$ cat src/rtl/digi_ota_integrator.sv
// Multi-channel digital OTA: latching comparator or saturating integrator with sigma-delta output.
// Optional DIGI_OTA_DEBOUNCE_EN adds a 3-edge agreement filter in comparator mode.
module digi_ota_integrator #(
    parameter int CHANNELS    = 2,
    parameter int ACC_W       = 8,
    parameter int SYNC_STAGES = 2,
    parameter int STEP        = 1
) (
    input  logic                clk,
    input  logic                rst_n,
    input  logic                ena,
    input  logic                mode,
    input  logic [CHANNELS-1:0] vip,
    input  logic [CHANNELS-1:0] vin,
    output logic [CHANNELS-1:0] out,
    output logic [CHANNELS-1:0] out_oe,
    output logic [CHANNELS-1:0] sat
);

    localparam logic [ACC_W-1:0] MID    = {1'b1, {(ACC_W-1){1'b0}}};
    localparam logic [ACC_W:0]   MAX_X  = {1'b0, {ACC_W{1'b1}}};
    localparam logic [ACC_W:0]   STEP_X = (ACC_W+1)'(STEP);

    logic [CHANNELS-1:0] vip_sync_q [SYNC_STAGES];
    logic [CHANNELS-1:0] vin_sync_q [SYNC_STAGES];
    logic [CHANNELS-1:0] vip_s, vin_s;

    logic                mode_q, mode_d;
    logic [ACC_W-1:0]    acc_q [CHANNELS];
    logic [ACC_W-1:0]    acc_d [CHANNELS];
    logic [ACC_W-1:0]    err_q [CHANNELS];
    logic [ACC_W-1:0]    err_d [CHANNELS];
    logic [CHANNELS-1:0] out_q, out_d;
    logic [CHANNELS-1:0] oe_q, oe_d;
    logic [CHANNELS-1:0] sat_q, sat_d;
`ifdef DIGI_OTA_DEBOUNCE_EN
    logic [1:0]          cnt_q [CHANNELS];
    logic [1:0]          cnt_d [CHANNELS];
    logic [CHANNELS-1:0] dir_q, dir_d;
`endif

    assign vip_s  = vip_sync_q[SYNC_STAGES-1];
    assign vin_s  = vin_sync_q[SYNC_STAGES-1];
    assign out    = out_q;
    assign out_oe = oe_q;
    assign sat    = sat_q;

    always_comb begin
        logic           up, dn, diff;
        logic [ACC_W:0] nxt, sd;
`ifdef DIGI_OTA_DEBOUNCE_EN
        logic [1:0]     cnt_n;
`endif
        mode_d = ena ? mode : mode_q;
        for (int c = 0; c < CHANNELS; c++) begin
            up   = vip_s[c] & ~vin_s[c];
            dn   = ~vip_s[c] & vin_s[c];
            diff = vip_s[c] ^ vin_s[c];
            nxt  = {1'b0, acc_q[c]};
            sd   = {1'b0, err_q[c]} + {1'b0, acc_q[c]};
            acc_d[c] = acc_q[c];
            err_d[c] = err_q[c];
            out_d[c] = out_q[c];
            oe_d[c]  = oe_q[c];
            sat_d[c] = sat_q[c];
`ifdef DIGI_OTA_DEBOUNCE_EN
            cnt_n    = 2'd0;
            cnt_d[c] = cnt_q[c];
            dir_d[c] = dir_q[c];
`endif
            if (!ena) begin
                oe_d[c] = 1'b0;
            end else if (mode != mode_q) begin
                // Mode switch restarts every channel from midscale.
                acc_d[c] = MID;
                err_d[c] = '0;
                out_d[c] = 1'b0;
                oe_d[c]  = 1'b0;
                sat_d[c] = 1'b0;
`ifdef DIGI_OTA_DEBOUNCE_EN
                cnt_d[c] = 2'd0;
`endif
            end else if (!mode_q) begin
                oe_d[c]  = diff;
                sat_d[c] = 1'b0;
`ifdef DIGI_OTA_DEBOUNCE_EN
                if (diff) begin
                    if (cnt_q[c] != 2'd0 && dir_q[c] == up)
                        cnt_n = (cnt_q[c] == 2'd3) ? 2'd3 : cnt_q[c] + 2'd1;
                    else
                        cnt_n = 2'd1;
                    dir_d[c] = up;
                    if (cnt_n == 2'd3)
                        out_d[c] = up;
                end
                cnt_d[c] = cnt_n;
`else
                if (up)
                    out_d[c] = 1'b1;
                else if (dn)
                    out_d[c] = 1'b0;
`endif
            end else begin
                if (up) begin
                    nxt = {1'b0, acc_q[c]} + STEP_X;
                    if (nxt > MAX_X)
                        nxt = MAX_X;
                end else if (dn) begin
                    if ({1'b0, acc_q[c]} < STEP_X)
                        nxt = '0;
                    else
                        nxt = {1'b0, acc_q[c]} - STEP_X;
                end
                acc_d[c] = nxt[ACC_W-1:0];
                sat_d[c] = (nxt == '0) || (nxt == MAX_X);
                // Carry of err + acc is the first-order modulator bit.
                err_d[c] = sd[ACC_W-1:0];
                out_d[c] = sd[ACC_W];
                oe_d[c]  = 1'b1;
            end
        end
    end

    always_ff @(posedge clk or negedge rst_n) begin
        if (!rst_n) begin
            for (int i = 0; i < SYNC_STAGES; i++) begin
                vip_sync_q[i] <= '0;
                vin_sync_q[i] <= '0;
            end
            for (int c = 0; c < CHANNELS; c++) begin
                acc_q[c] <= MID;
                err_q[c] <= '0;
`ifdef DIGI_OTA_DEBOUNCE_EN
                cnt_q[c] <= 2'd0;
`endif
            end
`ifdef DIGI_OTA_DEBOUNCE_EN
            dir_q  <= '0;
`endif
            mode_q <= 1'b0;
            out_q  <= '0;
            oe_q   <= '0;
            sat_q  <= '0;
        end else begin
            vip_sync_q[0] <= vip;
            vin_sync_q[0] <= vin;
            for (int i = 1; i < SYNC_STAGES; i++) begin
                vip_sync_q[i] <= vip_sync_q[i-1];
                vin_sync_q[i] <= vin_sync_q[i-1];
            end
            for (int c = 0; c < CHANNELS; c++) begin
                acc_q[c] <= acc_d[c];
                err_q[c] <= err_d[c];
`ifdef DIGI_OTA_DEBOUNCE_EN
                cnt_q[c] <= cnt_d[c];
`endif
            end
`ifdef DIGI_OTA_DEBOUNCE_EN
            dir_q  <= dir_d;
`endif
            mode_q <= mode_d;
            out_q  <= out_d;
            oe_q   <= oe_d;
            sat_q  <= sat_d;
        end
    end

endmodule
$ cat config.mk
export PLATFORM = sky130hd
export DESIGN_NAME = digi_ota_integrator
export DESIGN_NICKNAME = d
export VERILOG_FILES = /design/src/rtl/digi_ota_integrator.sv
export SDC_FILE = /design/constraint.sdc
export NUM_CORES = 1
export LEC_CHECK = 0
export BUFFER_PORTS_ARGS = -buffer_cell sky130_fd_sc_hd__buf_4
export CAP_MARGIN = 40
export CORE_UTILIZATION = 44
export DETAILED_ROUTE_END_ITERATION = 12
export PLACE_DENSITY = 0.7
export SYNTH_ARGS = -nofsm -noshare
export SYNTH_HDL_FRONTEND = slang
export SYNTH_SLANG_ARGS = --single-unit
$ cat constraint.sdc
create_clock -name clk -period 5.68 [get_ports clk]
set_input_delay 1.136 -clock clk [delete_from_list [all_inputs] [get_ports clk]]
set_output_delay 1.136 -clock clk [all_outputs]
set_load 0.1 [all_outputs]
# Yosys cells after proc, flatten, opt, wreduce, memory -nomap -nowiden
# Cells that the tools add are included.
# op_classes
reduce_logical	10
n_bitwise	10
add_sub_neg	6
muxes	40
eq_ne	3
n_lt_le_gt_ge	4
# ops
op	count
2-to-1 mux 9 bit	14
2-to-1 mux 8 bit	8
adder 8 x 1 -> 9 bit, second input constant	2
adder 8 x 8 -> 9 bit	2
equality test 9 x 8 -> 1 bit, second input constant	2
greater-than comparator 9 x 8 -> 1 bit, second input constant	2
logical NOT 9 bit	2
2-to-1 mux 1 bit	18
subtractor 8 x 1 -> 9 bit, second input constant	2
< comparator 8 x 1 -> 1 bit, second input constant	2
nonzero test 4 bit	2
AND reduction 2 bit	3
bitwise AND 1 bit	4
inverter 1 bit	4
logical OR 1 bit	2
nonzero test 2 bit	1
XOR 1 bit	2
!= test 1 bit	1
# word_totals
output_inout_bits	6
reg_bits	47
input_bits	8

# Depth between registers and ports, before layout
# depth
ltp_word	11
ltp_mapped	10
ltp_nobuf	9

# Least setup slack after synthesis
# Ideal clock, no wire load.
# synth_timing
path_kind	in2reg
startpoint	input mode
endpoint	register sat_q[1] (netlist: sat[1])
arrival_ns	2.706
setup_ns	0.080
n_path_buf	1
required_time_ns	5.600
stages	9
path_slack_ns	2.894
cell_sequence	inv_1 -> ha_1 -> clkbuf_1 -> nor2b_1 -> nand2_1 -> a21oi_1 -> or2b_1 -> or4_1 -> o211ai_2
# synth_via
elab_chain_len	2
# synth_rtl
element	line_no	text
start: declaration	12	input logic mode,
!= test 1 bit	73	end else if (mode != mode_q) begin
2-to-1 mux 1 bit	73	
end signal: assignment	164	sat_q <= sat_d;
end: declaration	35	logic [CHANNELS-1:0] sat_q, sat_d;
# Every way passes these cells.
# A chain may end at the register's enable or synchronous reset.

# Worst setup path in the final report
# layout_timing
startpoint	register acc_q[9] (netlist bit)
endpoint	register sat_q[0] (netlist: sat[0])
# layout_via
elab_chain_len	11
# layout_rtl
element	line_no	text
start: declaration	29	logic [ACC_W-1:0] acc_q [CHANNELS];
start signal: indexed assignment	152	acc_q[c] <= acc_d[c];
adder 8 x 1 -> 9 bit (tied with other cells)	105	nxt = {1'b0, acc_q[c]} + STEP_X;
greater-than comparator 9 x 8 -> 1 bit / 2-to-1 mux 9 bit (equally long branches)	106, 109	
2-to-1 mux 9 bit (on tied branches)	106, 108	
2-to-1 mux 9 bit *	104	if (up) begin
2-to-1 mux 9 bit *	83	end else if (!mode_q) begin
2-to-1 mux 9 bit *	73	
2-to-1 mux 9 bit *	71	if (!ena) begin
equality test 9 x 8 -> 1 bit / logical NOT 9 bit (equally long branches)	115	sat_d[c] = (nxt == '0) || (nxt == MAX_X);
logical OR 1 bit *	115	
2-to-1 mux 1 bit *	83	
2-to-1 mux 1 bit *	73	
# Mark *: on every way between the ends. The rest lies on a longest branch, timed or not. The select of a mux whose other input is x is not followed.

==> qor.json <==
{
  "run_status": {"value": "finished, final reports clean"},
  "n_fill_cell": {"value": 730},
  "synth_fp_nets": {"value": 401},
  "post-dp-hpwl": {"value": 5560, "unit": "um"},
  "end_kind": {"value": "flop"},
  "tightest_slew": {"value": 0.656, "unit": "ns"},
  "cts_sinks": {"value": 47},
  "number_of_global_route_vias_before_repair": {"value": 2500},
  "timing.final.hold_violations": {"value": 0},
  "synth_edf_count": {"value": 0},
  "wirelength": {"value": 7660, "unit": "um"},
  "synthXorXnorAreaFrac": {"value": 0.0394},
  "first_drt_iteration_drcs": {"value": 110},
  "synth.mux.area_fraction": {"value": 0.00300},
  "synth_area": {"value": 3340, "unit": "um2"},
  "synth_async_sr_flop_share": {"value": 1.00},
  "wl_met1": {"value": 3710, "unit": "um"},
  "cts_tree": {"value": "yes"},
  "synthSimpleGateAreaFrac": {"value": 0.208},
  "max_clock_freq": {"value": 334, "unit": "MHz"},
  "worst_hold_path_cells": {"value": 0},
  "maximum_fanout_encountered_on_the_critical_timing_path": {"value": 10},
  "cts_root_buf": {"value": "sky130_fd_sc_hd__clkbuf_8"},
  "synth.yosys.warnings": {"value": 0},
  "critPathRequiredTime": {"value": 5.87, "unit": "ns"},
  "post_cts.resized_instances": {"value": 0},
  "rrSetupSlack": {"value": 2.68, "unit": "ns"},
  "clock_latency_reported_for_the_late_side_of_the_worst_skew_pair": {"value": 0.30, "unit": "ns"},
  "max-clock-path-buffers": {"value": 2},
  "die_x": {"value": 89.1, "unit": "um"},
  "ctsHtreeMaxLevel": {"value": 2},
  "die-height": {"value": 89.1, "unit": "um"},
  "top_layer": {"value": "met4"},
  "criticalPathCategory": {"value": "flop to flop"},
  "hold_slack": {"value": 0.356, "unit": "ns"},
  "initial_core_utilization": {"value": 0.458},
  "vias_per_cell": {"value": 5.77},
  "synth_top_area_frac": {"value": 0.337},
  "cp-startpoint": {"value": "acc_q[9]"},
  "port_buffers": {"value": 13},
  "io-pin-count": {"value": 14},
  "drt_pass_1_iters": {"value": 4},
  "grt_antenna_before_repair": {"value": 0},
  "clkSlewWorstSetupHoldPaths": {"value": 0.09, "unit": "ns"},
  "cts_buffers": {"value": 5},
  "cts_hold_repair.buffers": {"value": 0},
  "powerDensity": {"value": 331, "unit": "nW/um2"},
  "place_congestion": {"value": 0.892},
  "final_clock_skew": {"value": 0.00589, "unit": "ns"},
  "postCtsSetupRepairBufs": {"value": 0},
  "arrival": {"value": 3.19, "unit": "ns"},
  "rsz0062_at_grt": {"value": "no"},
  "antenna_viol_nets_final": {"value": 0},
  "die_area": {"value": 7940, "unit": "um2"},
  "drc": {"value": 0},
  "route.met3.wl": {"value": 206, "unit": "um"},
  "grt_start_max_net_pins": {"value": 48},
  "synth.largest_area_cell": {"value": "sky130_fd_sc_hd__dfrtp_1"},
  "synth_compound_area_frac": {"value": 0.240},
  "antenna-diode-count": {"value": 0},
  "finish.utilization": {"value": 0.490},
  "tns": {"value": 0, "unit": "ns"},
  "synth_area_leaders": {"value": "sky130_fd_sc_hd__dfrtp_1 34%, sky130_fd_sc_hd__ha_1 9.7%, sky130_fd_sc_hd__o21ai_0 4.8%"},
  "gr-total-overflow": {"value": 0},
  "synth_top_family_by_area": {"value": "compound AO/OA/AOI/OAI gates"},
  "avgRoutedWirePerCell": {"value": 16.3, "unit": "um"},
  "final_cell_mix": {"value": "45 x sky130_fd_sc_hd__dfrtp_1, 39 x sky130_fd_sc_hd__nand2_1, 32 x sky130_fd_sc_hd__o21ai_0"},
  "hp-class": {"value": "flop to flop"},
  "global_route_wire_length_before_repair": {"value": 12500, "unit": "um"},
  "fin_crit": {"value": 3.00, "unit": "ns"},
  "irDropWorstVdd": {"value": 0.000117, "unit": "V"},
  "rel_slew_slack": {"value": 0.551},
  "slowest_delay": {"value": 0.61, "unit": "ns"},
  "dr_total_vias": {"value": 2712},
  "cp-start-kind": {"value": "flop"},
  "report.final.setup_viol": {"value": 0},
  "crit_path_end": {"value": "sat[0]"},
  "syn-mean-instance-area": {"value": 9.14, "unit": "um2"},
  "worstReg2RegEnd": {"value": "sat[0]"},
  "yosysUniqueCellTypes": {"value": 72},
  "power_leakage": {"value": 1.60, "unit": "nW"},
  "area_growth": {"value": 7.09, "unit": "%"},
  "nets": {"value": 406},
  "detailroute.wirelength.met2": {"value": 3660, "unit": "um"},
  "rows": {"value": 31},
  "layout.cells.most_common": {"value": "sky130_fd_sc_hd__dfrtp_1"},
  "groute.usage.overall": {"value": 0.207},
  "critical_path.slowest_cell": {"value": "sky130_fd_sc_hd__dfrtp_1"},
  "design.core.area": {"value": 7290, "unit": "um2"},
  "ff2ff_path_depth": {"value": 8},
  "yosys.area_share.adder": {"value": 0.109},
  "synth_flop_cell": {"value": "sky130_fd_sc_hd__dfrtp_1"},
  "period_share": {"value": 0.528},
  "crit-reg2reg-launch": {"value": "acc_q[9]"},
  "postSynthRegisterBits": {"value": 47},
  "crit_chain": {"value": "ha_1 -> nand3_1 -> or3_1 -> a2111oi_0 -> nor3b_1 -> o31ai_1 -> nand4bb_1 -> o211ai_1"},
  "drv_slew": {"value": 0},
  "ys_seq_area_frac": {"value": 0.353},
  "max_cap_viol_count": {"value": 0},
  "cells_after_synthesis": {"value": 365},
  "post_route_cells_drive_above_1_share": {"value": 0.116}
}
## kinds of logic (layout without fill, tap and decap cells)
| kind of cell | after synthesis | count (layout) |
|---|---|---|
| XOR/XNOR | 15 | 15 |
| AO/OA/AOI/OAI | 117 | 117 |
| AND/OR/NAND/NOR | 123 | 123 |
| multiplexers | 1 | 1 |
| buffers and inverters | 34 | 40 |
| flip-flops | 47 | 47 |
| adder cells (fa/ha/maj) | 28 | 28 |
## critical path, delay by kind of cell (launching register included)
kind / cells / cell delay, ns
AOI/OAI and AO/OA: 3 / 1.03
and+or+nand+nor: 4 / 0.88
DFF: 1 / 0.61
adders and majority gates: 1 / 0.35
## worst min path at each step
stage	startpoint	to	slack, ns
floorplan	vin_sync_q[2]	vin_s[0]	0.33
global placement	vip_sync_q[2]	vip_s[0]	0.34
detailed placement	vin_sync_q[3]	vin_s[1]	0.33
CTS	vin_sync_q[3]	vin_s[1]	0.36
global route	vin_sync_q[2]	vin_s[0]	0.37
finish	vin_sync_q[3]	vin_s[1]	0.36
## flip-flops by register name, indices dropped and copies added (netlist names)
register / count
vin_sync_q: 2
mode_q: 1
out: 2
err_q: 16
acc_q: 16
vip_s: 2
vin_s: 2
vip_sync_q: 2
out_oe: 2
sat: 2
## metal layers
layer,vias up,GRT usage
li1,1360,-
met1,1303,0.284
met2,40,0.341
met3,9,0.0323
met4,0,0.0577
met5,-,0
## per-stage QoR
step / cell area, um2 / instances / power [mW] / worst slack, ns
floorplan: 3340 / 365 / 0.868 / 2.89
global placement: 3470 / 461 / 0.961 / 2.49
detailed placement: 3480 / 462 / 0.977 / 2.64
CTS: 3570 / 470 / 1.19 / 2.70
global route: 3570 / 470 / 1.27 / 2.38
finish: 3570 / 470 / 1.18 / 2.68
## final cells by class
class / count / area (um2) / share of cell area
Multi-Input combinational cell: 284 / 2000 / 0.560
Sequential cell: 47 / 1180 / 0.330
Tap cell: 99 / 124 / 0.0347
Timing Repair Buffer: 14 / 113 / 0.0315
Clock buffer: 6 / 72.6 / 0.0203
Inverter: 18 / 67.6 / 0.0189
Clock inverter: 2 / 17.5 / 0.00490
## report_power, final
group | total (mW) | internal [mW] | switching (mW)
Clock | 0.208 | 0.0886 | 0.119
Combinational | 0.468 | 0.204 | 0.264
Sequential | 0.506 | 0.404 | 0.102
Total | 1.18 | 0.696 | 0.486
## cells in the mapped netlist (7+ instances only)
library cell / number
sky130_fd_sc_hd__dfrtp_1: 45
sky130_fd_sc_hd__nand2_1: 39
sky130_fd_sc_hd__o21ai_0: 32
sky130_fd_sc_hd__ha_1: 26
sky130_fd_sc_hd__a21oi_1: 19
sky130_fd_sc_hd__inv_1: 18
sky130_fd_sc_hd__nor2_1: 12
sky130_fd_sc_hd__clkbuf_1: 10
sky130_fd_sc_hd__nor3_1: 10
sky130_fd_sc_hd__xor2_1: 9
sky130_fd_sc_hd__nand2b_1: 8
sky130_fd_sc_hd__nand4_1: 7
sky130_fd_sc_hd__o21ai_1: 7
No activity file was read; power rests on OpenSTA's default activity.
